`src/rtl/mem_port_arbiter_pkg.sv`:
```
// Shared definitions for the memory-port arbiter: requester indices and FSM encoding.
package mem_port_arbiter_pkg;

    localparam int unsigned NUM_REQ = 3;

    localparam logic [1:0] REQ_WEIGHT = 2'd0;
    localparam logic [1:0] REQ_IFMAP  = 2'd1;
    localparam logic [1:0] REQ_OFMAP  = 2'd2;

    typedef enum logic [1:0] {
        IDLE  = 2'd0,
        BURST = 2'd1,
        TURN  = 2'd2
    } state_t;

    // Round-robin successor of a requester index, wrapping ofmap back to weight.
    function automatic logic [1:0] rr_next(input logic [1:0] idx);
        return (idx == REQ_OFMAP) ? REQ_WEIGHT : idx + 2'd1;
    endfunction

endpackage

```
`src/rtl/rr_pick3.sv`:
```
// Three-way round-robin picker with an ofmap urgency override; purely combinational.
module rr_pick3 (
    input  logic [2:0] req,
    input  logic [1:0] rr_ptr,
    input  logic       urgent,
    output logic [1:0] winner_c,
    output logic       any_req_c
);
    import mem_port_arbiter_pkg::*;

    // Scan starts at rr_ptr; winner is don't-care when no request is pending.
    always_comb begin
        winner_c  = REQ_WEIGHT;
        any_req_c = |req;
        if (urgent && req[REQ_OFMAP]) begin
            winner_c = REQ_OFMAP;
        end else begin
            case (rr_ptr)
                REQ_IFMAP: winner_c = req[REQ_IFMAP]  ? REQ_IFMAP  :
                                      req[REQ_OFMAP]  ? REQ_OFMAP  : REQ_WEIGHT;
                REQ_OFMAP: winner_c = req[REQ_OFMAP]  ? REQ_OFMAP  :
                                      req[REQ_WEIGHT] ? REQ_WEIGHT : REQ_IFMAP;
                default:   winner_c = req[REQ_WEIGHT] ? REQ_WEIGHT :
                                      req[REQ_IFMAP]  ? REQ_IFMAP  : REQ_OFMAP;
            endcase
        end
    end

endmodule

```
`src/rtl/mem_port_arbiter.sv`:
```
// Shares the single off-chip memory port between weight, ifmap and ofmap burst engines,
// locking the port for a whole burst and issuing one address beat per accepted cycle.
module mem_port_arbiter #(
    parameter int unsigned ADDR_WIDTH = 16,
    parameter int unsigned LEN_WIDTH  = 8,
    parameter int unsigned NUM_REQ    = mem_port_arbiter_pkg::NUM_REQ
) (
    input  logic                          clk,
    input  logic                          rst,
    input  logic [NUM_REQ-1:0]            req,
    input  logic [NUM_REQ*ADDR_WIDTH-1:0] req_addr,
    input  logic [NUM_REQ*LEN_WIDTH-1:0]  req_len,
    input  logic                          ofmap_urgent,
    output logic [NUM_REQ-1:0]            gnt,
    output logic [NUM_REQ-1:0]            beat,
    output logic [NUM_REQ-1:0]            done,
    output logic                          mem_valid,
    input  logic                          mem_ready,
    output logic                          mem_we,
    output logic [ADDR_WIDTH-1:0]         mem_addr,
    output logic                          mem_last,
    output logic                          busy
);
    import mem_port_arbiter_pkg::*;

    // One extra bit so a max-length burst can count past len without wrapping.
    localparam int unsigned CNT_WIDTH = LEN_WIDTH + 1;

    state_t                state, state_nxt;
    logic [1:0]            owner, owner_nxt;
    logic [1:0]            rr_ptr, rr_ptr_nxt;
    logic [ADDR_WIDTH-1:0] base, base_nxt;
    logic [LEN_WIDTH-1:0]  len, len_nxt;
    logic [CNT_WIDTH-1:0]  beat_cnt, beat_cnt_nxt;
    logic [1:0]            winner_c;
    logic                  any_req_c;
    logic                  last_c;

    rr_pick3 u_pick (
        .req       (req),
        .rr_ptr    (rr_ptr),
        .urgent    (ofmap_urgent),
        .winner_c  (winner_c),
        .any_req_c (any_req_c)
    );

    always_ff @(posedge clk) begin
        if (rst) begin
            state    <= IDLE;
            owner    <= REQ_WEIGHT;
            rr_ptr   <= REQ_WEIGHT;
            base     <= '0;
            len      <= '0;
            beat_cnt <= '0;
        end else begin
            state    <= state_nxt;
            owner    <= owner_nxt;
            rr_ptr   <= rr_ptr_nxt;
            base     <= base_nxt;
            len      <= len_nxt;
            beat_cnt <= beat_cnt_nxt;
        end
    end

    // Next-state and port outputs; beat/done follow the handshake in the same cycle.
    always_comb begin
        state_nxt    = state;
        owner_nxt    = owner;
        rr_ptr_nxt   = rr_ptr;
        base_nxt     = base;
        len_nxt      = len;
        beat_cnt_nxt = beat_cnt;
        gnt          = '0;
        beat         = '0;
        done         = '0;
        mem_valid    = 1'b0;
        mem_we       = 1'b0;
        mem_addr     = '0;
        mem_last     = 1'b0;
        busy         = (state != IDLE);
        last_c       = (beat_cnt == CNT_WIDTH'(len));

        case (state)
            IDLE: begin
                if (any_req_c) begin
                    owner_nxt    = winner_c;
                    base_nxt     = req_addr[winner_c*ADDR_WIDTH +: ADDR_WIDTH];
                    len_nxt      = req_len[winner_c*LEN_WIDTH +: LEN_WIDTH];
                    beat_cnt_nxt = '0;
                    state_nxt    = BURST;
                end
            end
            BURST: begin
                gnt[owner] = 1'b1;
                mem_valid  = 1'b1;
                mem_we     = (owner == REQ_OFMAP);
                mem_addr   = base + ADDR_WIDTH'(beat_cnt);
                mem_last   = last_c;
                if (mem_ready) begin
                    beat[owner]  = 1'b1;
                    beat_cnt_nxt = beat_cnt + CNT_WIDTH'(1);
                    if (last_c) begin
                        done[owner] = 1'b1;
                        state_nxt   = TURN;
                    end
                end
            end
            TURN: begin
                rr_ptr_nxt = rr_next(owner);
                state_nxt  = IDLE;
            end
            default: state_nxt = IDLE;
        endcase
    end

endmodule

```
`config.mk`:
```
export PLATFORM = sky130hd
export DESIGN_NAME = mem_port_arbiter
export DESIGN_NICKNAME = d
export VERILOG_FILES = /design/src/rtl/mem_port_arbiter_pkg.sv /design/src/rtl/rr_pick3.sv /design/src/rtl/mem_port_arbiter.sv
export SDC_FILE = /design/constraint.sdc
export NUM_CORES = 1
export LEC_CHECK = 0
export ABC_AREA = 0
export BUFFER_PORTS_ARGS = -buffer_cell sky130_fd_sc_hd__buf_2
export CORE_MARGIN = 2
export CORE_UTILIZATION = 55
export CTS_BUF_LIST = sky130_fd_sc_hd__clkbuf_4
export DETAILED_ROUTE_END_ITERATION = 7
export PLACE_DENSITY = 0.92
export SLEW_MARGIN = 5
export SYNTH_ARGS = -nofsm -noshare
export SYNTH_HDL_FRONTEND = slang
export SYNTH_SLANG_ARGS = --single-unit
```
`constraint.sdc`:
```
create_clock -name clk -period 6.5 [get_ports clk]
set_clock_uncertainty 0.2 [all_clocks]
set_input_delay 0 -clock clk [delete_from_list [all_inputs] [get_ports clk]]
set_output_delay 0 -clock clk [all_outputs]
set_load 0.01 [all_outputs]
```
==> flow_summary.ini <==
[clock_tree]
numClockSinks = 39
cts_inserted_buffers = 5
post_cts_resized = 0
cts_root_buffer = clkbuf_4
path_clk_slew_ps = 130
worstSkewPairLatency_ps = 360
clk_path_buf_depth = 2
htreeDepth = 2
cts_tree = yes

[power_and_ir_drop]
swShare = 0.353
peakVddDrop_uv = 136
powerDensity_nw_per_um2 = 164
pwr-share-seq = 0.439
p_sw_mw = 0.229
total_power_mw = 0.650
p_int_mw = 0.421
leakage_nw = 1.85
comb_power_share = 0.354
pwr-share-clk = 0.207

[outcome]
outcome = finished, final reports clean

[critical_path]
worst_setup_path_start_kind = register
crit_arrival_ps = 3780
path_max_fanout = 24
reg2reg_from = rr_ptr[0]
r2r_setup_slack_ps = 2770
r2r_cells = 8
worstReg2RegEnd = base[11]
cp_data_required_time_ps = 6540
crit_type = register to register
end_kind = register

[yosys]
ys.warnings.count = 0
netlist_area_um2 = 2750
synth_edf_count = 0
syn_avg_cell_area_um2 = 7.65
async_reset_ff_frac = 0
synth_nets = 452
synth_ff_type = dfxtp_1
synth_seq_cells = 39
synthCells = 360
synth.yosys.seq_area_share = 0.284
yosysUniqueCellTypes = 47
synth.largest_area_cell = dfxtp_1
synth_area_leaders = dfxtp_1, nand2_1, ha_1
synth_top_area_frac = 0.284

[floorplan]
initial_utilization = 0.575
rows = 25
die_w_um = 74.8
coreArea_um2 = 4790
die-area_um2 = 5590
io_pins = 108
die_y_um = 74.8

[cells_and_area]
register_area_um2 = 781
fill_cells = 257
layout-drive-gt1-share = 0.239
finalCoreUtilization = 0.827
multi_input_area_um2 = 1820
antenna_cells = 0
area_delta_synth_final_pct = 43.7
nNetsFinal = 609

[placement]
pre_cts_slack_ps = 3780
gp_congestion = 0.977
hpwlAfterDp_um = 6250
portBuffers = 107

[worst_hold_path]
whs_endpoint = owner[0]
hold_depth = 5
worstHoldStart = ofmap_urgent
hold_path.class = input port to register

[global_routing]
antenna_found_initial = 0
grt_pass1_wl_um = 16600
grt_overflow = 0
grt_pass1_vias = 3490
grt.total_usage = 0.396
grt_max_degree = 25

[sta]
drv_slew = 0
final_hold_viol_count = 0
period_share = 0.574
relSlewSlack = 0.398
fmaxAchievable_mhz = 268
setup_tns_ps = 0
layout_setup_ws_ps = 2770
finalCriticalPeriod_ps = 3730
worst_slew_pin_slew_ps = 902
setup_viol = 0
rsz0062_at_grt = false

[routing]
drc = 0
ant_nets = 0
drt_first_pass_iters = 5
vias = 3654
routed_wl_um = 10900
wl_per_cell_um = 18.6
vias_per_cell = 6.25
drt_iter0_markers = 397

[flow_run]
max_cap_violations = 0
-- Yosys cell counts (2+ instances only) --
cell       n
a21oi_1   26
nor4_1     2
nor2_1    31
nand2b_1   8
a21o_1     4
o21ai_0   21
o211ai_1   4
or3_1      4
or4_1      3
nor2b_1    5
buf_4      2
buf_2      7
and2_1     3
nand4_1    2
xor2_1     3
nor3_1    27
xnor2_1   16
o31ai_1   14
nor4_4     2
a31oi_1    4
a211oi_1   5
nand2_1   42
dfxtp_1   39
o32ai_1    2
o221ai_1  10
clkbuf_1   8
mux2i_1   12
ha_1      12
or2_1      2
nand3_1    5
inv_1     19
-- registers in the layout (all words and copies together), names as in the netlist --
name and count:
beat_cnt 9, rr_ptr 2, len 8, base 16, state 2, owner 2
-- stage by stage --
stage	area [um2]	hold WS [ps]	instances
2_1_floorplan	2750	-94.8	360
3_3_place_gp	3300	34.3	517
3_5_place_dp	3300	34.5	517
4_1_cts	3960	133	585
5_1_grt	3960	207	585
6_report	3960	171	585
-- placed cells by master, fill, tap and decap left out, drive strengths merged, types with 2 or more instances in the layout --
master and n:
a211oi 5, a21o 4, a21oi 26, a31oi 4, and2 3, buf 108, clkbuf 7, dfxtp 39
dlygate4sd3 60, ha 12, inv 19, mux2i 12, nand2 42, nand2b 8, nand3 5, nand4 2
nor2 32, nor2b 5, nor3 28, nor4 4, o211ai 4, o21ai 22, o221ai 10, o31ai 14
o32ai 2, or2 3, or3 4, or4 3, xnor2 16, xor2 3
-- area by class of cell --
class | count | share of cell area
Multi-Input combinational cell | 284 | 0.460
Timing Repair Buffer | 168 | 0.289
Sequential cell | 39 | 0.197
Tap cell | 67 | 0.0212
Inverter | 19 | 0.0180
Clock buffer | 7 | 0.0133
Clock inverter | 1 | 0.00126
-- worst max-delay path by stage --
stage                         start       end  slack [ps]  cells after the start
after CTS                 rr_ptr[0]    len[0]        2860                      8
after global placement    rr_ptr[0]   base[7]        3960                      7
after floorplan           rr_ptr[0]   base[0]        4310                      8
after detailed placement  rr_ptr[0]    len[0]        3780                      7
after global routing      rr_ptr[0]    len[0]        2670                      8
final                     rr_ptr[0]  base[11]        2770                      8
-- kinds of logic after synthesis --
kind of cell             Yosys count  synth area share
adder cells (fa/ha/maj)           13            0.0618
multiplexers                      13            0.0477
flip-flops                        39             0.284
AO/OA/AOI/OAI                     97             0.227
buffers and inverters             37            0.0563
XOR/XNOR                          19            0.0604
AND/OR/NAND/NOR                  142             0.264
-- worst max-delay path, stage by stage, from the launching register on --
cell and delay [ps]:
dfxtp_1 360, inv_1 60, ha_1 340, nor4b_1 410
a31o_2 660, mux2i_1 280, dlygate4sd3_1 570, o221ai_1 110
dlygate4sd3_1 600
-- layer usage --
layer	track usage	up-vias	wire length (um)
li1	-	1610	-
met1	0.432	1659	3880
met2	0.677	298	5180
met3	0.0977	87	1070
met4	0.266	0	719
met5	0	-	0
-- power by group through the flow --
stage / logic, mW / clock network, mW / registers (mW)
after CTS: 0.214 / 0.130 / 0.281
after global placement: 0.165 / 0 / 0.286
after floorplan: 0.114 / 0 / 0.279
after detailed placement: 0.171 / 0 / 0.287
final: 0.230 / 0.134 / 0.286
after global routing: 0.246 / 0.140 / 0.286
-- timing repair --
action / in CTS / in global routing
buffers inserted: 0 / 0
hold endpoints to repair: 33 / 0
hold buffers: 60 / 0
(Power assumes the default switching activity.)
